## config.mk

```make
export PLATFORM = sky130hd
export DESIGN_NAME = finger_count_decoder
export DESIGN_NICKNAME = d
export VERILOG_FILES = /design/src/rtl/finger_count_decoder.sv
export SDC_FILE = /design/constraint.sdc
export NUM_CORES = 1
export LEC_CHECK = 0
export CAP_MARGIN = 20
export CORE_MARGIN = 8
export CORE_UTILIZATION = 35
export DETAILED_ROUTE_END_ITERATION = 12
export REMOVE_ABC_BUFFERS = 1
export SYNTH_ARGS = -nofsm -noshare
export SYNTH_HDL_FRONTEND = slang
export SYNTH_SLANG_ARGS = --single-unit
```

## constraint.sdc

```tcl
create_clock -name clk -period 4.4 [get_ports clk]
set_input_delay 0.88 -clock clk [delete_from_list [all_inputs] [get_ports clk]]
set_output_delay 0.88 -clock clk [all_outputs]
set_load 0.05 [all_outputs]
```

## src/rtl/finger_count_decoder.sv

```systemverilog
// Synchronises, debounces and encodes N finger/switch lines into a registered count.
// Optional macro STICKY_ERR_EN makes err a sticky flag cleared by clr_err.
module finger_count_decoder #(
    parameter int N_FINGERS       = 4,
    parameter int DEBOUNCE_CYCLES = 4,
    localparam int CW             = $clog2(N_FINGERS + 1)
) (
    input  logic                 clk,
    input  logic                 rst,
    input  logic [N_FINGERS-1:0] fingers,
    input  logic                 mode,
    input  logic                 clr_err,
    output logic [CW-1:0]        count,
    output logic [N_FINGERS-1:0] stable,
    output logic                 thermo_ok,
    output logic                 err,
    output logic                 upd
);

    localparam int DW = $clog2(DEBOUNCE_CYCLES + 1);
    localparam logic [DW-1:0] DB_LAST = DW'(DEBOUNCE_CYCLES - 1);

    // A thermometer code has no set bit above a clear bit, so v & (v+1) is zero.
    function automatic logic is_thermo(input logic [N_FINGERS-1:0] v);
        logic [N_FINGERS-1:0] inc;
        inc = v + 1'b1;
        return ((v & inc) == '0);
    endfunction

    logic [N_FINGERS-1:0] sync1_q;
    logic [N_FINGERS-1:0] sync2_q;
    logic [N_FINGERS-1:0] stable_q;
    logic [N_FINGERS-1:0] stable_d;
    logic [CW-1:0]        count_q;
    logic [CW-1:0]        count_d;
    logic                 thermo_q;
    logic                 thermo_d;
    logic                 err_q;
    logic                 err_d;
    logic                 upd_q;
    logic                 upd_d;
    logic [CW-1:0]        pop_s;
    logic [CW-1:0]        hi_s;

    // Two-flop synchroniser for every raw line.
    always_ff @(posedge clk or posedge rst) begin
        if (rst) begin
            sync1_q <= '0;
            sync2_q <= '0;
        end else begin
            sync1_q <= fingers;
            sync2_q <= sync1_q;
        end
    end

    for (genvar g = 0; g < N_FINGERS; g++) begin : g_line
        logic [DW-1:0] cnt_q;
        logic [DW-1:0] cnt_d;
        logic          nxt_s;

        // Flip only after DEBOUNCE_CYCLES consecutive differing cycles; any match restarts.
        always_comb begin
            cnt_d = cnt_q;
            nxt_s = stable_q[g];
            if (sync2_q[g] == stable_q[g]) begin
                cnt_d = '0;
            end else if (cnt_q == DB_LAST) begin
                cnt_d = '0;
                nxt_s = sync2_q[g];
            end else begin
                cnt_d = cnt_q + 1'b1;
            end
        end

        assign stable_d[g] = nxt_s;

        // Per-line debounce counter.
        always_ff @(posedge clk or posedge rst) begin
            if (rst) begin
                cnt_q <= '0;
            end else begin
                cnt_q <= cnt_d;
            end
        end
    end

    // Encoder: popcount and highest-set-index+1 of the debounced pattern.
    always_comb begin
        pop_s = '0;
        hi_s  = '0;
        for (int i = 0; i < N_FINGERS; i++) begin
            pop_s = pop_s + CW'(stable_q[i]);
            if (stable_q[i]) begin
                hi_s = CW'(i + 1);
            end else begin
                hi_s = hi_s;
            end
        end
        if (mode) begin
            count_d = hi_s;
        end else begin
            count_d = pop_s;
        end
        thermo_d = is_thermo(stable_q);
        upd_d    = (count_d != count_q);
`ifdef STICKY_ERR_EN
        // A new violation wins over a simultaneous clear.
        err_d = ~thermo_d | (err_q & ~clr_err);
`else
        err_d = ~thermo_d;
`endif
    end

`ifndef STICKY_ERR_EN
    logic clr_err_unused_s;
    assign clr_err_unused_s = clr_err;
`endif

    // Debounced state and registered encoder outputs.
    always_ff @(posedge clk or posedge rst) begin
        if (rst) begin
            stable_q <= '0;
            count_q  <= '0;
            thermo_q <= 1'b1;
            err_q    <= 1'b0;
            upd_q    <= 1'b0;
        end else begin
            stable_q <= stable_d;
            count_q  <= count_d;
            thermo_q <= thermo_d;
            err_q    <= err_d;
            upd_q    <= upd_d;
        end
    end

    assign count     = count_q;
    assign stable    = stable_q;
    assign thermo_ok = thermo_q;
    assign err       = err_q;
    assign upd       = upd_q;

endmodule

```

==> impl_metrics.py, run 1 <==
metrics = {
    "route": {
        "top_layer": "met4",
        "drt_iter0_markers": 7,
        "met1_length_um": 761,
        "wl_met2_um": 866,
        "drtAntennaViolNets": 0,
        "route.vias.total": 718,
        "wirelength_mm": 1.86,
        "drt-wirelength-per-cell_um": 11.7,
        "dr_wl_met3_um": 168,
        "route.detailed.drc": 0,
        "vias_per_cell": 4.52,
        "first_pass_iters": 2,
    },
    "yosys": {
        "synth_area_um2": 1200,
        "yosys_warnings": 0,
        "synth_seq_cells": 30,
        "yosys.area.top_type": "dfrtp_1",
        "ys_types": 18,
        "ys_seq_area_share_pct": 62.6,
        "netlist_instances": 88,
        "avgSynthCellArea_um2": 13.6,
        "synth.area.top_cells": "dfrtp_1 60%, ha_1 9.4%, xnor2_1 5.1%",
        "synth_top_area_share_pct": 60.4,
    },
    "finish": {
        "syn2layout_area_growth_pct": 27.0,
        "fin_area_um2": 1530,
        "drive_above_1_share_pct": 13.3,
        "diodes": 0,
        "nets": 130,
        "post-route-util_pct": 46.1,
    },
    "critical_path": {
        "critPathTopFamily": "buffers and inverters",
        "path_class": "reg2out",
        "worstPathMaxFanout": 8,
        "arrival_ns": 1.67,
        "worstPathBufferInverterCount": 1,
        "critPathCaptureType": "primary output",
        "crit_chain": "clkdlybuf4s50_1",
        "crit_slowest_cell": "clkdlybuf4s50_1",
        "start_kind": "flip-flop",
        "slowest_delay_ns": 0.86,
        "required_ns": 3.52,
    },
    "floorplan": {
        "die_x_um": 74.6,
        "initial_utilization_pct": 36.3,
        "dieHeight_um": 74.6,
        "die_area_um2": 5560,
        "fp.coreArea_um2": 3310,
        "io_pins": 18,
        "row_count": 21,
    },
    "clock_network": {
        "cts_hold_buf": 0,
        "clock_latency_ns": 0.32,
        "postCtsSetupBuffers": 0,
        "clk_pin_slew_worst_paths_ns": 0.08,
        "cts-root-buf": "clkbuf_4",
        "cts_tree": "done",
        "clock-sinks": 30,
        "cts_buffer_depth": 2,
        "htreeDepth": 2,
        "cts_buffers": 5,
        "cts_resized": 0,
    },
    "global_route": {
        "grt_pass1_wl_mm": 3.35,
        "grt-ovfl-total": 0,
        "grt_usage_pct": 8.45,
        "antenna_found_initial": 0,
        "grt_max_degree": 22,
        "grt_pass1_vias": 798,
    },
    "timing": {
        "fin_skew_ns": 0.00477,
        "slew_headroom_pct": 66.3,
        "tns_ns": 0,
        "drv_slew": 0,
        "timing.fmax_mhz": 392,
        "tightest_slew_ns": 0.504,
        "min_period_over_period_pct": 57.9,
        "finalSetupViolations": 0,
        "rsz0062_at_grt": "false",
        "hold_violations": 0,
        "fin_crit_ns": 2.55,
    },
    "pwr": {
        "switching_power_mw": 0.452,
        "vdd_drop_max_uv": 235,
        "leakage_nw": 0.706,
        "pwr_density_cell_nw_per_um2": 740,
        "pwr-share-comb_pct": 45.7,
        "intPower_mw": 0.676,
        "pwr-share-clk_pct": 17.5,
        "p_seq_share_pct": 36.9,
        "switching_share_pct": 40.1,
    },
    "flow_run": {
        "maxCapViolCount": 0,
    },
    "place": {
        "dp_hpwl_mm": 1.46,
        "port_buffers": 16,
        "gp_congestion": 0.690,
        "place_area_um2": 1450,
    },
    "run_status": {
        "status": "completed",
    },
    "min_path": {
        "hold_class": "reg2reg",
    },
}
## power by group through the flow
stage / Sequential [mW] / Clock (mW) / Combinational, mW
floorplan: 0.559 / 0 / 0.232
global placement: 0.420 / 0 / 0.505
detailed placement: 0.424 / 0 / 0.525
CTS: 0.418 / 0.209 / 0.526
global route: 0.428 / 0.223 / 0.578
finish: 0.416 / 0.197 / 0.515
## worst register-to-register path, cell delays in order (launching register included)
cell and delay (ns):
dfrtp_1 0.47, inv_1 0.13, fa_1 0.55, inv_1 0.04
ha_1 0.17, ha_1 0.27, inv_1 0.04, o22ai_2 0.20
xnor2_1 0.14, nand3_1 0.08
## stage by stage
| step | total power [mW] | setup WS, ns | hold slack [ns] | instances |
|---|---|---|---|---|
| detailed placement | 0.948 | 2.19 | 0.336 | 151 |
| CTS | 1.15 | 1.80 | 0.357 | 159 |
| global placement | 0.925 | 2.18 | 0.333 | 150 |
| finish | 1.13 | 1.85 | 0.354 | 159 |
| global route | 1.23 | 1.73 | 0.361 | 159 |
| floorplan | 0.791 | 1.98 | 0.331 | 88 |
## worst paths after layout
path | start | endpoint | slack [ns] | depth (start not counted)
worst max-delay path | stable[1] | stable[1] | 1.85 | 1
worst min-delay path | sync1_q[3] | sync2_q[3] | 0.35 | 0
worst max register to register | stable[0] | upd | 2.21 | 9
worst min register to register | sync1_q[3] | sync2_q[3] | 0.35 | 0
max in group asynchronous | rst | g_line[0].cnt_q[1] | 3.09 | 3
min in group asynchronous | rst | g_line[3].cnt_q[2] | 0.86 | 2
## cell usage in the layout (no fill, tap or decap)
master           count
a221o_1              1
and3b_1              1
buf_16               1
clkbuf_4             5
clkbuf_8             3
clkdlybuf4s50_1     16
dfrtp_1             29
dfstp_2              1
fa_1                 1
ha_1                 9
inv_1               10
mux2_2               3
nand2_1              2
nand2b_1             2
nand3_1              2
nor2_1               2
nor2b_1              4
nor3_1               3
nor3b_1              7
o21ai_0              2
o22ai_2              2
xnor2_1              7
## kinds of logic after synthesis
logic type                 after synthesis  synth area share [%]
AOI/OAI and AO/OA                        5                  3.75
xor gates and xnor gates                 7                  5.10
adders and majority gates               10                  11.0
buffers and inverters                   10                  3.13
DFF                                     30                  62.6
muxes                                    3                  2.81
and+or+nand+nor                         23                  11.6
## Yosys cell counts
master / number
mux2_2: 3
xnor2_1: 7
nand3_1: 2
nor2b_1: 4
and3b_1: 1
a221o_1: 1
nor2_1: 2
dfrtp_1: 29
ha_1: 9
inv_1: 10
o21ai_0: 2
dfstp_2: 1
o22ai_2: 2
nand2_1: 2
fa_1: 1
nor3_1: 3
nor3b_1: 7
nand2b_1: 2
## routing by layer
layer  vias up  track usage [%]
li1        335                -
met1       360             8.16
met2        18             13.0
met3         5             5.39
met4         0             5.87
met5         -                0
## registers in the layout, summed over array words and instances (netlist names)
signal        cells
count             3
g_line.cnt_q     12
thermo_ok         1
sync1_q           4
sync2_q           4
stable            4
err               1
upd               1
## layout make-up
cell class	instances	area (um^2)
timing repair buffer	17	188
tap	46	57.6
inverter	10	37.5
clock buffer	8	78.8
fill	320	1790
sequential	30	752
multi-input combinational	48	412
Note: power is estimated with default switching activity, not from simulation.
==> run 2: changes to the inputs <==
- clock period: 4.4 -> 2.58 ns (I/O delays scaled with it)
==> run 2 against run 1 <==
Net effect: wire length shrank 4.3%; sequential power up 65%; clock skew up 0.0018 ns; utilization fell by 0.72 points; cell area fell by 1.6%; total power grew 67%; first-iteration DRC count rose to 3.3 times the previous value; sequential share of layout area is 0.78 points higher; global-route usage fell by 0.98 points; non-clock buffer count is 2 higher; largest cell class unchanged.
==> impl_metrics.py, run 2 (synthesized netlist as in run 1, its figures left out) <==
metrics = {
    "finish": {
        "final_cell_mix": "29 x dfrtp_1, 16 x clkdlybuf4s50_1, 10 x inv_1, 9 x ha_1",
        "multiInputGateArea_um2": 412,
        "top_register": "g_line.cnt_q",
        "nets": 132,
        "largest_register_ffs": 12,
        "syn2layout_area_growth_pct": 25.0,
        "post-route-util_pct": 45.4,
        "diodes": 0,
        "layout_commonest_cell": "dfrtp_1",
        "drive_above_1_share_pct": 13.9,
        "regArea_um2": 752,
        "fillCellCount": 327,
    },
    "global_route": {
        "grt_pass1_wl_mm": 3.03,
        "grt_max_degree": 31,
        "grt_usage_pct": 7.47,
        "grt-ovfl-total": 0,
        "grt_pass1_vias": 731,
        "antenna_found_initial": 0,
    },
    "timing": {
        "slew_headroom_pct": 66.2,
        "hold_violations": 0,
        "finalSetupViolations": 0,
        "rsz0062_at_grt": "false",
        "fin_crit_ns": 2.17,
        "timing.fmax_mhz": 460,
        "tns_ns": 0,
        "min_period_over_period_pct": 84.3,
        "fin_skew_ns": 0.00654,
        "drv_slew": 0,
        "tightest_slew_ns": 0.506,
    },
    "clock_network": {
        "cts_tree": "done",
        "postCtsSetupBuffers": 0,
        "cts_hold_buf": 0,
        "cts_buffer_depth": 2,
        "cts_buffers": 5,
        "clock_latency_ns": 0.32,
        "cts-root-buf": "clkbuf_4",
        "htreeDepth": 2,
        "cts_resized": 0,
        "clk_pin_slew_worst_paths_ns": 0.08,
        "clock-sinks": 30,
    },
    "critical_path": {
        "required_ns": 2.06,
        "crit_slowest_cell": "clkdlybuf4s50_1",
        "critPathCaptureType": "primary output",
        "worstPathMaxFanout": 8,
        "worstPathBufferInverterCount": 1,
        "rr_worst_depth": 9,
        "r2r-start": "stable[3]",
        "critPathTopFamily": "buffers and inverters",
        "path_class": "reg2out",
        "crit_chain": "clkdlybuf4s50_1",
        "slowest_delay_ns": 0.86,
        "arrival_ns": 1.66,
        "start_kind": "flip-flop",
        "r2r_slack_ns": 0.50,
        "reg2reg_to": "upd",
    },
    "route": {
        "route.vias.total": 714,
        "vias_per_cell": 4.43,
        "drt-wirelength-per-cell_um": 11.0,
        "wirelength_mm": 1.78,
        "drtAntennaViolNets": 0,
        "drt_iter0_markers": 23,
        "first_pass_iters": 3,
        "route.detailed.drc": 0,
    },
    "flow_run": {
        "maxCapViolCount": 0,
    },
    "floorplan": {
        "io_pins": 18,
        "row_count": 21,
        "die_x_um": 74.6,
        "die_area_um2": 5560,
        "dieHeight_um": 74.6,
        "fp.coreArea_um2": 3310,
        "initial_utilization_pct": 36.3,
    },
    "pwr": {
        "pwr-share-comb_pct": 48.9,
        "p_seq_share_pct": 36.3,
        "pwr-share-clk_pct": 14.8,
        "vdd_drop_max_uv": 478,
        "switching_power_mw": 0.769,
        "pwr_density_cell_nw_per_um2": 1250,
        "leakage_nw": 0.699,
        "switching_share_pct": 40.8,
        "finalPower_mw": 1.88,
        "intPower_mw": 1.11,
    },
    "place": {
        "dp_hpwl_mm": 1.36,
        "port_buffers": 16,
        "gp_congestion": 0.686,
    },
    "min_path": {
        "hold_path.startpoint": "sync1_q[0]",
        "whs_path_depth": 0,
        "hold_end": "sync2_q[0]",
        "hold_class": "reg2reg",
    },
    "run_status": {
        "status": "completed",
    },
}
## run 2: cell types whose count changed in the layout (fill, tap and decap cells not counted), sizes merged
cell / before / now
buf: 1 / 3
clkinv: 0 / 1
clkbuf: 8 / 7
## run 2: layout make-up
class	count	area share [%]
Inverter	10	2.50
Clock buffer	7	3.67
Multi-Input combinational cell	48	27.4
Timing Repair Buffer	19	12.2
Clock inverter	1	0.333
Tap cell	46	3.83
Sequential cell	30	50.1
## run 2: through the flow
stage / instances / instance area (um^2) / setup slack, ns / hold WS (ns)
global route: 161 / 1500 / 0.315 / 0.363
floorplan: 88 / 1200 / 0.161 / 0.331
finish: 161 / 1500 / 0.406 / 0.353
CTS: 161 / 1500 / 0.372 / 0.357
global placement: 153 / 1440 / 0.511 / 0.333
detailed placement: 153 / 1440 / 0.502 / 0.337
## run 2: how the worst max path moves through the flow
stage | startpoint | end | slack (ns) | depth (start not counted)
floorplan | stable[0] | upd | 0.16 | 9
global placement | stable[3] | upd | 0.51 | 9
detailed placement | stable[3] | upd | 0.50 | 9
CTS | stable[2] | stable[2] | 0.37 | 1
global route | stable[2] | stable[2] | 0.32 | 1
finish | stable[2] | stable[2] | 0.41 | 1
## run 2: power by group through the flow
stage	sequential, mW	clock [mW]	combinational, mW
after floorplan	0.953	0	0.396
after CTS	0.688	0.294	0.940
after detailed placement	0.698	0	0.936
final	0.685	0.278	0.921
after global routing	0.699	0.317	1.01
after global placement	0.692	0	0.908
## run 2: per-layer routing
layer | global-route usage, % | part of all wire [%]
met1 | 7.83 | 45
met2 | 11.3 | 45
met4 | 5.87 | 3.1
met5 | 0 | 0
met3 | 3.50 | 6.8
==> run 3: changes to the inputs <==
- clock period: 2.58 -> 1.87 ns (I/O delays scaled with it)
==> run 3 against run 2 <==
Net effect: the flow now finishes with violations (negative setup slack); final cell count rose by 3.7%; utilization grew 1.3 points; highest routed layer unchanged; flip-flop and latch count unchanged; clock-buffer cell count stayed put; global-route usage is 0.45 points higher; total power up 44%; non-clock buffer count up 6; largest cell class unchanged; first-iteration DRC count up 35%; cell area is 2.8% higher; clock power is 40% higher; combinational power rose by 53%.
==> impl_metrics.py, run 3 (synthesized netlist as in run 1, its figures left out) <==
metrics = {
    "run_status": {
        "status": "finished, violations left",
        "violations": "negative setup slack",
    },
    "critical_path": {
        "critPathCaptureType": "flip-flop",
        "critPathCapture": "upd",
        "r2r_slack_ns": -0.1,
        "r2r-start": "stable[0]",
        "path_class": "reg2reg",
        "cp_common_cell": "inv_2",
        "rr_worst_depth": 9,
        "crit_slowest_cell": "fa_1",
        "worstPathMaxFanout": 2,
        "required_ns": 2.07,
        "arrival_ns": 2.17,
        "start_kind": "flip-flop",
        "reg2reg_to": "upd",
        "cp-startpoint": "stable[0]",
        "slowest_delay_ns": 0.53,
        "crit_chain": "inv_2 > fa_1 > inv_1 > ha_2 > ha_4 > inv_2 > o22ai_2 > xnor2_1 > nand3_1",
    },
    "timing": {
        "finalSetupViolations": 1,
        "worst_slack_ns": -0.0981,
        "fin_crit_ns": 1.97,
        "rsz0062_at_grt": "true",
        "slew_headroom_pct": 66.3,
        "hold_ws_ns": 0.354,
        "hold_violations": 0,
        "min_period_over_period_pct": 105,
        "drv_slew": 0,
        "timing.fmax_mhz": 508,
        "tns_ns": -0.0981,
        "tightest_slew_ns": 0.505,
        "fin_skew_ns": 0.0114,
    },
    "floorplan": {
        "fp.coreArea_um2": 3310,
        "io_pins": 18,
        "die_area_um2": 5560,
        "initial_utilization_pct": 36.3,
        "dieHeight_um": 74.6,
        "row_count": 21,
        "die_x_um": 74.6,
    },
    "clock_network": {
        "cts_buffers": 5,
        "clk_pin_slew_worst_paths_ns": 0.09,
        "cts_hold_buf": 0,
        "cts_tree": "done",
        "clock-sinks": 30,
        "htreeDepth": 2,
        "clock_latency_ns": 0.32,
        "cts-root-buf": "clkbuf_4",
        "cts_buffer_depth": 2,
    },
    "finish": {
        "syn2layout_area_growth_pct": 28.5,
        "final_cell_mix": "29 x dfrtp_1, 17 x buf_4",
        "drive_above_1_share_pct": 28.9,
        "top_register": "g_line.cnt_q",
        "nets": 138,
        "diodes": 0,
        "layout_commonest_cell": "dfrtp_1",
        "largest_register_ffs": 12,
    },
    "global_route": {
        "grt_max_degree": 31,
        "grt_pass1_wl_mm": 3.28,
        "grt_usage_pct": 7.92,
        "grt-ovfl-total": 0,
        "grt_pass1_vias": 756,
        "antenna_found_initial": 0,
    },
    "route": {
        "route.vias.total": 718,
        "route.detailed.drc": 0,
        "drtAntennaViolNets": 0,
        "vias_per_cell": 4.30,
        "wirelength_mm": 1.88,
        "drt_iter0_markers": 31,
        "drt-wirelength-per-cell_um": 11.2,
        "first_pass_iters": 4,
    },
    "pwr": {
        "vdd_drop_max_uv": 757,
        "leakage_nw": 0.740,
        "pwr_density_cell_nw_per_um2": 1760,
    },
    "flow_run": {
        "maxCapViolCount": 0,
    },
    "place": {
        "dp_hpwl_mm": 1.37,
        "gp_congestion": 0.689,
        "port_buffers": 16,
    },
    "min_path": {
        "hold_class": "reg2reg",
    },
}
==> run 3: cell types whose count changed in the layout (fill, tap and decap cells not counted), sizes merged <==
| cell | previous run | this run |
|---|---|---|
| buf | 3 | 17 |
| dlymetal6s2s | 0 | 1 |
| clkdlybuf4s50 | 16 | 7 |
==> run 3: metrics by stage <==
stage	power (mW)	cell area [um^2]	utilization [%]	instances	setup WS, ns
after detailed placement	2.28	1450	43.8	157	-0.135
final	2.72	1540	46.6	167	-0.0981
after CTS	2.69	1510	45.7	165	-0.101
after floorplan	1.86	1200	-	88	-0.549
after global placement	2.24	1450	43.8	157	-0.101
after global routing	2.96	1540	46.6	167	-0.187
==> run 3: layout make-up <==
type                            instances  area [um^2]
Clock inverter                          1         5.00
Sequential cell                        30          752
Inverter                               10         37.5
Clock buffer                            7         55.1
Timing Repair Buffer                   25          210
Multi-Input combinational cell         48          427
Tap cell                               46         57.6
Fill cell                             328         1770
==> run 3: repair_timing <==
action,4_1_cts,5_1_grt
buffers inserted,0,2
endpoints found under the hold margin,0,0
endpoints found under the setup margin,1,2
resized for setup,3,3
gates cloned,0,0
pin swaps,5,4
==> run 3: routing by layer <==
layer | share of wire, % | track usage, % | vias up
met3 | 6.7 | 3.77 | 5
met5 | 0 | 0 | -
met1 | 45 | 8.97 | 345
met4 | 2.3 | 5.22 | 0
met2 | 46 | 11.6 | 18
li1 | - | - | 350
==> run 3: power breakdown <==
part           internal, mW  switching, mW
logic                 0.595          0.816
registers             0.836         0.0832
clock network         0.182          0.208
total                  1.61           1.11
==> run 3: worst min path at each step <==
stage / from / slack, ns / endpoint / cells after the start
after floorplan: sync1_q[0] / 0.33 / sync2_q[0] / 0
after global placement: sync1_q[0] / 0.33 / sync2_q[0] / 0
after detailed placement: sync1_q[3] / 0.33 / sync2_q[3] / 0
after CTS: sync1_q[3] / 0.36 / sync2_q[3] / 0
after global routing: sync1_q[0] / 0.36 / sync2_q[0] / 0
final: sync1_q[3] / 0.35 / sync2_q[3] / 0
==> run 3: worst max-delay path, delay by kind of cell (launching register included) <==
kind | cells | cell delay [ns]
fa+ha+maj | 3 | 0.97
xor+xnor | 1 | 0.13
buf+inv | 3 | 0.12
compound gates | 1 | 0.18
simple gates | 1 | 0.08
flops | 1 | 0.36
